[config.mk]
export PLATFORM = sky130hd
export DESIGN_NAME = pwm
export DESIGN_NICKNAME = d
export VERILOG_FILES = /design/src/rtl/pwm_pkg.sv /design/src/rtl/pwm_counter.sv /design/src/rtl/pwm.sv
export SDC_FILE = /design/constraint.sdc
export NUM_CORES = 1
export LEC_CHECK = 0
export CAP_MARGIN = 40
export CORE_ASPECT_RATIO = 1.2
export CORE_MARGIN = 2
export CORE_UTILIZATION = 50
export CTS_CLUSTER_SIZE = 10
export DETAILED_ROUTE_END_ITERATION = 10
export PLACE_DENSITY = 0.75
export SYNTH_ARGS = -nofsm -noshare
export SYNTH_HDL_FRONTEND = slang
export SYNTH_SLANG_ARGS = --single-unit
[constraint.sdc]
create_clock -name clk -period 8.77 [get_ports clk]
set_input_delay 1.3155 -clock clk [delete_from_list [all_inputs] [get_ports clk]]
set_output_delay 1.3155 -clock clk [all_outputs]
set_load 0.02 [all_outputs]
[src/rtl/pwm_pkg.sv]
// pwm_pkg: shared duty widths, default frequencies and the compare-value helper
package pwm_pkg;
   localparam int DUTY_W       = 4;
   localparam int DUTY_STEPS   = 16;
   localparam int DEF_PWM_FREQ = 1_000;
   localparam int DEF_CLK_FREQ = 200_000_000;
   function automatic longint pwm_cmp(input logic [DUTY_W-1:0] duty, input longint thresh);
      return (longint'(duty) * thresh) >> DUTY_W;
   endfunction
endpackage

[src/rtl/pwm_counter.sv]
// pwm_counter: free-running 0..CNT_THRESH-1 period counter with an end-of-period strobe
module pwm_counter #(
   parameter  int CNT_THRESH = 200_000,
   localparam int CNT_WIDTH  = $clog2(CNT_THRESH)
) (
   input  logic                 clk,
   input  logic                 arst,
   output logic [CNT_WIDTH-1:0] cnt,
   output logic                 wrap
);
   assign wrap = cnt == CNT_WIDTH'(CNT_THRESH - 1);
   always_ff @(posedge clk or posedge arst)
      if (arst) cnt <= '0;
      else      cnt <= wrap ? '0 : cnt + CNT_WIDTH'(1);
endmodule

[src/rtl/pwm.sv]
// pwm: static-duty PWM; the duty is shadowed at each period boundary so pulses are never truncated
module pwm
   import pwm_pkg::*;
#(
   parameter  int PWM_FREQ   = DEF_PWM_FREQ,
   parameter  int CLK_FREQ   = DEF_CLK_FREQ,
   localparam int CNT_THRESH = CLK_FREQ / (PWM_FREQ > 0 ? PWM_FREQ : 1),
   localparam int CNT_WIDTH  = $clog2(CNT_THRESH)
) (
   input  logic              clk,
   input  logic              arst,
   input  logic [DUTY_W-1:0] duty_cycle,
   output logic              pwm_en
);
   logic [CNT_WIDTH-1:0]        cnt;
   logic                        wrap;
   logic [DUTY_W-1:0]           duty_q;
   logic [CNT_WIDTH+DUTY_W-1:0] cmp;
   if (PWM_FREQ <= 0) begin : g_bad_pwm_freq
      $fatal(1, "pwm: PWM_FREQ must be positive");
   end else if (CLK_FREQ < DUTY_STEPS * PWM_FREQ) begin : g_bad_ratio
      $fatal(1, "pwm: CLK_FREQ must be at least 16*PWM_FREQ");
   end else if (CLK_FREQ % PWM_FREQ != 0) begin : g_trunc
      $warning("pwm: CLK_FREQ/PWM_FREQ is not an integer, period truncated");
   end
   pwm_counter #(.CNT_THRESH(CNT_THRESH)) u_cnt (
      .clk  (clk),
      .arst (arst),
      .cnt  (cnt),
      .wrap (wrap)
   );
   assign cmp = (CNT_WIDTH+DUTY_W)'(pwm_cmp(duty_q, longint'(CNT_THRESH)));
   // duty_q only moves on wrap, so cmp is stable for the whole period
   always_ff @(posedge clk or posedge arst)
      if (arst) begin
         duty_q <= '0;
         pwm_en <= 1'b0;
      end else begin
         if (wrap) duty_q <= duty_cycle;
         pwm_en <= {{DUTY_W{1'b0}}, cnt} < cmp;
      end
endmodule

======== Yosys cells after proc, flatten, opt, wreduce, memory -nomap -nowiden ========
Cells that the tools add are included.
storage, ports and cells
  bits in registers ....................... 23
  input port bits ......................... 6
  output and inout bits ................... 1
  logic and storage cells ................. 8
cells by class
  add/subtract/negate cells ............... 1
  multiply operators ...................... 1
  order comparisons ....................... 1
  equal/unequal tests ..................... 1
  muxes and demuxes ....................... 1
operators with widths
  kind                                                                   count
  18-bit by 1-bit adder with 18-bit output (second input constant)       1
  18-bit == test (second input constant)                                 1
  18-bit < comparator                                                    1
  18-bit two-way mux                                                     1
  4-bit by 12-bit multiplier with 16-bit output (second input constant)  1

======== Depth between registers and ports, before layout ========
Gate-level depths: netlist of the first run.
  word-level depth ........................ 2
  mapped depth ............................ 15
  gate-level depth less buffers ........... 14

======== Cells and area by module ========
A second synthesis of the first run with hierarchy kept.
second synthesis, totals
  cell total of the unflattened synthesis .. 198
  area total of the unflattened synthesis .. 1,930.6 um2
by module, submodules not included
  module       times used  cells an instance  area each (um2)
  pwm          1           113                1,034.7
  pwm_counter  1           85                 895.9

======== Least setup slack after synthesis of the first run ========
No wires, ideal clock.
  path kind ............................... register to register
  start point ............................. register duty_q[3]
  end point ............................... register pwm_en
  arrival ................................. 2.970 ns
  required time ........................... 8.676 ns
  setup slack ............................. 5.706 ns
  cell stages (with the launch flop) ...... 15
  buffers on the path ..................... 0
  period minus slack after synthesis ...... 3.064 ns
  path through ............................ dfrtp_1 > ha_1 > xor2_1 > ha_1 > a21o_1 > ha_1 > a211oi_1 > o21ai_0 > a31oi_1 > xor2_1 > ha_1 > a21o_1 > a21oi_1 > nor2b_1 > a211oi_1
on the way
  word-level cells in the longest chain between the ends .. 2
ends and longest elaborated chain
  element                                        line          text
  start: declaration                             pwm.sv:17     logic [DUTY_W-1:0] duty_q;
  start signal: assignment                       pwm.sv:39     if (wrap) duty_q <= duty_cycle;
  4-bit by 12-bit multiplier with 16-bit output  pwm_pkg.sv:8  return (longint'(duty) * thresh) >> DUTY_W;
  18-bit < comparator                            pwm.sv:40     pwm_en <= {{DUTY_W{1'b0}}, cnt} < cmp;
  end signal: assignment                         pwm.sv:40
  end: declaration                               pwm.sv:13     output logic pwm_en
No other way between the ends.
A chain may end at the register's enable or synchronous reset.

======== Final worst setup path of the first run ========
Same ends and word-level chain as after synthesis.

==> flow_metrics.tcl, run 1 <==
set metrics [dict create \
    critPathRequiredTime_ns 8.94 \
    fmax_ghz 0.286 \
    netlist_area_um2 1960 \
    wirelength_um 3730 \
    yosysUniqueCellTypes 43 \
    hold_class "reg -> reg" \
    swShare 0.211 \
    cts.hold.buffers_added 0 \
    cts_inserted_buffers 3 \
    rows 24 \
    r2r_start "duty_q[3]" \
    synth_most_common_cell "ha_1" \
    drc 0 \
    crit_path_start_kind "register" \
    synthCells 203 \
    powerDensity_nw_per_um2 83.6 \
    syn-num-nets 243 \
    rsz0062_at_grt "false" \
    vias_per_cell 5.59 \
    clockBufferDepth 2 \
    max_cap_viol_count 0 \
    final_layout_size_suffix_gt1_frac 0.0667 \
    synthTopCellsByCount "ha_1, dfrtp_1, xor2_1" \
    coreArea_um2 3690 \
    yosysSeqAreaShare 0.294 \
    arrival_ns 3.67 \
    ctsHtreeMaxLevel 1 \
    tns_ns 0 \
    async_flop_share 1.00 \
    synth_top_area_share 0.294 \
    chipHeight_um 72.6 \
    synth.ff_latch_count 23 \
    ant_nets 0 \
    firstDrtPassIters 4 \
    initial_core_util 0.530 \
    status "finished, final reports clean" \
    ff2ff_path_depth 14 \
    finalClockSkew_ns 0.00636 \
    grt_pass1_wl_um 6420 \
    cts-root-buf "clkbuf_8" \
    gr-total-overflow 0 \
    place.gp.congestion 0.823 \
    clock-sinks 23 \
    startpoint "duty_q[3]" \
    peakVddDrop_mv 0.0940 \
    syn_area_per_cell_um2 9.65 \
    post-route-min-period_ns 3.50 \
    die-area_um2 4440 \
    grt_util_met2 0.291 \
    critical_path.endpoint "pwm_en" \
    first_global_vias 1439 \
    switching_power_uw 37.6 \
    antenna_found_initial 0 \
    grtUsageTotal 0.190 \
    finalSetupViolations 0 \
    reg2reg_to "pwm_en" \
    yosys.area.top_type "dfrtp_1" \
    post-cts-setup-buffers 0 \
    clock_latency_ns 0.27 \
    period_share 0.399 \
    seq_power_share 0.594 \
    synthFlopType "dfrtp_1" \
    path_class "reg -> reg" \
    ios 7 \
    intPower_uw 141 \
    clockPowerShare 0.374 \
    path_clk_slew_ns 0.09 \
    vias 1465 \
    yosys_warnings 0 \
    gr-max-usage-layer "met2" \
    slew_viol_final 0 \
    final_hold_viol_count 0 \
    tightest_slew_ns 0.824 \
    critPathMaxFanout 5 \
    diodes 0 \
    fin_nets 251 \
    postCtsResizedCells 0 \
    dp_hpwl_um 2950 \
    portBuffers 6 \
    grt_max_degree 17 \
    whs_path_depth 1 \
    drt_iter0_drc 107 \
    cp-end-kind "register" \
    grtUsageMet3 0.0319 \
    r2r_slack_ns 5.27 \
    die_w_um 61.1 \
    synthToLayoutAreaGrowth_pct 8.94 \
    synth-edff-count 0 \
    hold_ws_ns 0.524 \
    met1_usage 0.267 \
    p_comb_frac 0.032 \
    p_leak_nw 1.06 \
    maxSlewHeadroom 0.448 \
    post_drt_wl_per_cell_um 14.2 \
    cts_tree "built" \
    synthTopCellsByArea "dfrtp_1, ha_1, xor2_1" \
]
[placed cells by master (no fill, tap or decap), types with 2 or more instances in the layout]
cell type / Yosys / layout
clkbuf_8: 0 / 3
mux2_4: 3 / 3
o21a_1: 2 / 2
nor2_1: 11 / 11
xnor2_1: 9 / 9
nand2_1: 13 / 13
o2111a_1: 2 / 2
xor2_1: 15 / 15
nor2b_1: 4 / 4
o211ai_1: 3 / 3
nand4_1: 7 / 7
a21o_1: 4 / 4
nand3_1: 11 / 11
a31oi_1: 2 / 2
o21ai_0: 7 / 7
nor3_1: 2 / 2
a21oi_1: 11 / 11
mux2i_1: 2 / 2
dfrtp_1: 23 / 23
and3_1: 2 / 2
inv_1: 11 / 11
clkdlybuf4s50_1: 0 / 6
a211oi_1: 2 / 2
nor4_1: 2 / 2
ha_1: 34 / 34
[critical path: stages (launching register included)]
cell and delay [ns]:
dfrtp_1 0.45, ha_1 0.25, xor2_1 0.15, ha_1 0.18, a21o_1 0.16, ha_1 0.34, a211oi_1 0.31, o21ai_0 0.21
a31oi_1 0.27, xor2_1 0.22, ha_1 0.27, a21o_1 0.16, a21oi_1 0.14, nor2b_1 0.06, a211oi_1 0.23
[routing by layer]
layer | part of all wire | vias to the layer above | wire length [µm]
met5 | 0 | - | 0
met2 | 0.46 | 21 | 1710
met1 | 0.50 | 677 | 1850
li1 | - | 761 | -
met4 | 0.020 | 0 | 74
met3 | 0.024 | 6 | 91
[state kept, by name (all words and copies together), names as in the netlist]
register   count
pwm_en         1
duty_q         4
u_cnt.cnt     18
[worst min-delay path by stage]
| stage | start | endpoint | slack (ns) |
|---|---|---|---|
| finish | u_cnt.cnt[0] | u_cnt.cnt[0] | 0.52 |
| CTS | u_cnt.cnt[17] | u_cnt.cnt[17] | 0.53 |
| detailed placement | u_cnt.cnt[17] | u_cnt.cnt[17] | 0.51 |
| global placement | u_cnt.cnt[17] | u_cnt.cnt[17] | 0.49 |
| global route | u_cnt.cnt[0] | u_cnt.cnt[0] | 0.55 |
| floorplan | u_cnt.cnt[17] | u_cnt.cnt[17] | 0.46 |
[area by class of cell]
| class | instances | area [µm²] |
|---|---|---|
| clock buffers | 3 | 41.3 |
| clock inverters | 1 | 5.00 |
| fillers | 340 | 1560 |
| inverters | 11 | 41.3 |
| multi-input cells | 165 | 1320 |
| flip-flops and latches | 23 | 576 |
| well taps | 52 | 65.1 |
| repair buffers | 7 | 87.6 |
[through the flow]
step | setup WS (ns) | total power, mW | utilization | instances | cell area (µm²)
2_1_floorplan | 5.71 | 0.110 | - | 203 | 1960
3_3_place_gp | 5.38 | 0.112 | 0.558 | 257 | 2060
3_5_place_dp | 5.29 | 0.114 | 0.565 | 258 | 2090
4_1_cts | 5.25 | 0.181 | 0.578 | 262 | 2130
5_1_grt | 4.95 | 0.186 | 0.578 | 262 | 2130
6_report | 5.27 | 0.178 | 0.578 | 262 | 2130
[kinds of logic (layout without fill, tap and decap cells)]
| family | count (synthesis) | in the layout | share of synthesized area |
|---|---|---|---|
| adder cells (fa/ha/maj) | 34 | 34 | 0.217 |
| buffers and inverters | 15 | 22 | 0.0332 |
| AND/OR/NAND/NOR | 61 | 61 | 0.173 |
| multiplexers | 6 | 6 | 0.0390 |
| XOR/XNOR | 24 | 24 | 0.107 |
| AO/OA/AOI/OAI | 40 | 40 | 0.137 |
| flip-flops | 23 | 23 | 0.294 |
[power groups by stage]
stage	sequential, mW	clock (mW)	combinational [mW]
floorplan	0.108	0	0.00162
global placement	0.108	0	0.00442
detailed placement	0.108	0	0.00600
CTS	0.106	0.0687	0.00603
global route	0.106	0.0732	0.00644
finish	0.106	0.0668	0.00577
Note: power is estimated with default switching activity, not from simulation.
==> run 2, diff against run 1 <==
==> constraint.sdc (replaced) <==
create_clock -name clk -period 3.3 [get_ports clk]
set_input_delay 0.495 -clock clk [delete_from_list [all_inputs] [get_ports clk]]
set_output_delay 0.495 -clock clk [all_outputs]
set_load 0.02 [all_outputs]
==> run 2 against run 1 <==
Net effect:
- clock power rose to 2.6 times the previous value
- setup slack got worse by 5.1 ns
- maximum frequency rose by 13%
- sequential share of layout area fell by 0.85 points
- register-to-register slack got worse by 5.1 ns
- total power rose to 2.6 times the previous value
- cell area rose by 3.7%
- largest cell class unchanged
- clock-buffer cell count rose by 1
- wire length rose by 3.7%
- critical endpoint unchanged
- sequential cell count did not move
==> flow_metrics.tcl, run 2 (synthesized netlist as in run 1, its figures left out) <==
set metrics [dict create \
    cpLargestDelayFamily "adder cells" \
    chipHeight_um 72.6 \
    final_area_um2 2210 \
    stdcell_count 267 \
    post_drt_wl_per_cell_um 14.5 \
    largest-register "u_cnt.cnt" \
    critPathRequiredTime_ns 3.48 \
    placed_cells 263 \
    cts.hold.buffers_added 0 \
    ant_nets 0 \
    r2r_start "duty_q[1]" \
    vias 1515 \
    crit_path_start_kind "register" \
    drt_iter0_drc 50 \
    dp_hpwl_um 2990 \
    post-route-util 0.599 \
    fin_nets 256 \
    cp-end-kind "register" \
    largestRegisters "u_cnt.cnt: 18 flops, duty_q: 4 flops, pwm_en: 1 flops" \
    path_class "reg -> reg" \
    final_common_cell "ha_1" \
    vias_per_cell 5.67 \
    clockBufferDepth 2 \
    place.gp.congestion 0.808 \
    cts_tree "built" \
    cp_num_cells 15 \
    cpMaxStageDelayCell "dfrtp_2" \
    path_clk_slew_ns 0.08 \
    ctsHtreeMaxLevel 1 \
    first_global_vias 1470 \
    period_share 0.940 \
    tightest_slew_ns 0.426 \
    coreArea_um2 3690 \
    final_hold_viol_count 0 \
    dp_slack_ns 0.0236 \
    status "finished, final reports clean" \
    slew_viol_final 0 \
    hold_class "in -> async" \
    startpoint "duty_q[1]" \
    powerDensity_nw_per_um2 214 \
    tns_ns 0 \
    crit_chain "ha_2, xor2_1, ha_1, a21o_1, ha_4, buf_4, nand4_1, a21oi_2, nor2_2, xor2_1, ha_1, nand2_1, o21a_1, o211ai_1, a211oi_1" \
    finalClockSkew_ns 0.00353 \
    largest_reg_flops 18 \
    diodes 0 \
    critPathMaxFanout 6 \
    grt_max_degree 17 \
    post-route-min-period_ns 3.10 \
    ff2ff_path_depth 15 \
    cts_inserted_buffers 3 \
    post-cts-setup-buffers 0 \
    clock_latency_ns 0.27 \
    final_cell_mix "ha_1, dfrtp_1, xor2_1" \
    fin_ws_ns 0.198 \
    max_cap_viol_count 0 \
    final_layout_size_suffix_gt1_frac 0.130 \
    ios 7 \
    fmax_ghz 0.322 \
    initial_core_util 0.530 \
    synthToLayoutAreaGrowth_pct 13.0 \
    drc 0 \
    rows 24 \
    portBuffers 6 \
    arrival_ns 3.28 \
    cpPeakStageDelay_ns 0.46 \
    firstDrtPassIters 4 \
    finalSetupViolations 0 \
    die-area_um2 4440 \
    placed_cell_area_um2 2130 \
    antenna_found_initial 0 \
    wirelength_um 3870 \
    clock-sinks 23 \
    cts-root-buf "clkbuf_8" \
    gr-total-overflow 0 \
    grt_pass1_wl_um 6460 \
    p_leak_nw 1.08 \
    maxSlewHeadroom 0.712 \
    grtUsageTotal 0.191 \
    peakVddDrop_mv 0.209 \
    fillers 326 \
    crit_buf_inv 1 \
    die_w_um 61.1 \
]
[run 2: metrics by stage]
step	total power [mW]	hold WS (ns)
2_1_floorplan	0.291	0.460
4_1_cts	0.478	0.510
6_report	0.473	0.501
3_5_place_dp	0.303	0.499
5_1_grt	0.491	0.545
3_3_place_gp	0.299	0.488
[run 2: worst paths after layout]
path | end | slack [ns]
max | pwm_en | 0.20
min | u_cnt.cnt[17] | 0.50
max reg2reg | pwm_en | 0.20
min reg2reg | u_cnt.cnt[0] | 0.51
max in group asynchronous | duty_q[1] | 2.39
min in group clk | u_cnt.cnt[0] | 0.51
[run 2: layer usage]
metal | GRT usage | vias to the layer above | wire, µm
li1 | - | 769 | -
met1 | 0.261 | 717 | 1870
met2 | 0.305 | 22 | 1830
met3 | 0.0177 | 7 | 75
met4 | 0.0821 | 0 | 85
met5 | 0 | - | 0
[run 2: repair_timing]
action	4_1_cts	5_1_grt
endpoints found under the setup margin	1	1
pin swaps	0	8
cloned	0	0
resized for setup	1	10
[run 2: power by group]
| group | leakage, nW | total [mW] | internal (mW) | switching, mW |
|---|---|---|---|---|
| Combinational | 0.759 | 0.0151 | 0.00853 | 0.00658 |
| Sequential | 0.304 | 0.281 | 0.281 | 0 |
| Clock | 0.0228 | 0.176 | 0.0863 | 0.0899 |
[run 2: area by class of cell]
type                       count  area, µm²  share of cell area
multi-input combinational    165       1360               0.614
sequential                    23        578               0.261
timing repair buffer          12        125              0.0565
tap                           52       65.1              0.0294
clock buffer                   4       45.0              0.0204
inverter                      11       41.3              0.0187
[run 2: worst reg2reg max path: cells and delay by family (launching register included)]
family	cells	cell delay [ns]
DFF	1	0.46
buffers and inverters	1	0.12
and+or+nand+nor	3	0.30
AOI/OAI and AO/OA	5	0.88
xor gates and xnor gates	2	0.30
adders and majority gates	4	0.97
==> RTL change, RTL diff (flow settings as in run 2) <==
Change the package constant `DEF_PWM_FREQ` from 1_000 to 2_000.
--- a/src/rtl/pwm_pkg.sv
+++ b/src/rtl/pwm_pkg.sv
@@ -4,3 +4,3 @@
    localparam int DUTY_STEPS   = 16;
-   localparam int DEF_PWM_FREQ = 1_000;
+   localparam int DEF_PWM_FREQ = 2_000;
    localparam int DEF_CLK_FREQ = 200_000_000;
Behaviour: same outputs for any inputs over 10 cycles, from zero or initial values and one cycle with arst high; that may be too few to reach the edited logic, so the function may still have changed.
==> RTL change against run 2 <==
Die area fell by 5.8%; design area is 6.4% lower; worst setup slack got worse by 3.3 ps; synthesized cell count shrank 7.9%; routed wire length down 7.2%; sequential cell count fell by 1; synthesized area shrank 6.1%; sequential power shrank 4%; first-iteration DRC count fell by 10%; power grew 1.1%; critical endpoint unchanged.
==> RTL change: results <==
metrics = {
    "status": {
        "outcome": "finished, final reports clean",
    },
    "global_route": {
        "grt_pass1_vias": 1312,
        "grt_start_max_net_pins": 18,
        "grt_pass1_wl_um": 6000,
    },
    "placement": {
        "dp_slack_ps": 46.4,
        "dpl.cell_count": 233,
        "dp_hpwl_um": 2740,
    },
    "power": {
        "vdd_ir_drop_max_v": 0.000177,
        "clk-power_mw": 0.194,
        "p_int_mw": 0.384,
        "leakagePower_nw": 1.04,
    },
    "cells_and_area": {
        "n_fill_cell": 318,
        "instances_no_fill": 239,
        "final-clk-cell-share_pct": 2.66,
        "multi_input_cells": 153,
        "buffers": 11,
        "seqCellArea_um2": 553,
        "layout.nonclk_buf_share_pct": 5.68,
        "inv_count": 10,
        "top_regs": "u_cnt.cnt: 17 flops, duty_q: 4 flops, pwm_en: 1 flops",
    },
    "sta": {
        "slew_headroom_pct": 59.6,
        "fin_crit_sh_pct": 94.1,
        "whs_ps": 477,
    },
    "setup_path": {
        "cp_slowest_stage_delay_ps": 420,
        "reg2reg_depth": 14,
        "critPathMaxFanout": 4,
        "arrival_ps": 3310,
        "cp_slowest_cell": "dfrtp_1",
        "r2r-start": "duty_q[3]$_DFFE_PP0N_",
    },
    "synth": {
        "synth_seq_cells": 22,
        "synthDistinctLibCells": 42,
    },
    "clock_tree": {
        "cts_repair_resize_count": 0,
    },
    "drt": {
        "vias": 1377,
        "wl_per_cell_um": 15.0,
    },
}
RTL change: cell types whose count changed after synthesis, sizes merged, moves of 3 or more:
cell | run 2 | this run
and4 | 1 | 4
nand2 | 13 | 10
nand3 | 11 | 8
nor2 | 11 | 14
nor2b | 4 | 1
nor4 | 3 | 0
xor2 | 15 | 12
RTL change: layer usage:
| metal | track usage, % | routed length, µm | up-vias |
|---|---|---|---|
| met5 | 0 | 0 | - |
| met4 | 7.58 | 61 | 0 |
| met3 | 1.67 | 35 | 5 |
| met2 | 31.3 | 1830 | 8 |
| met1 | 24.2 | 1660 | 644 |
| li1 | - | - | 720 |
RTL change: logic make-up (layout without fill, tap and decap cells):
logic type | Yosys count | after routing | share of synthesized area, %
AOI/OAI and AO/OA | 33 | 33 | 11.9
xor gates and xnor gates | 22 | 22 | 10.5
adders and majority gates | 34 | 34 | 23.1
buffers and inverters | 12 | 25 | 2.86
DFF | 22 | 22 | 29.9
muxes | 4 | 4 | 2.45
and+or+nand+nor | 60 | 60 | 19.3
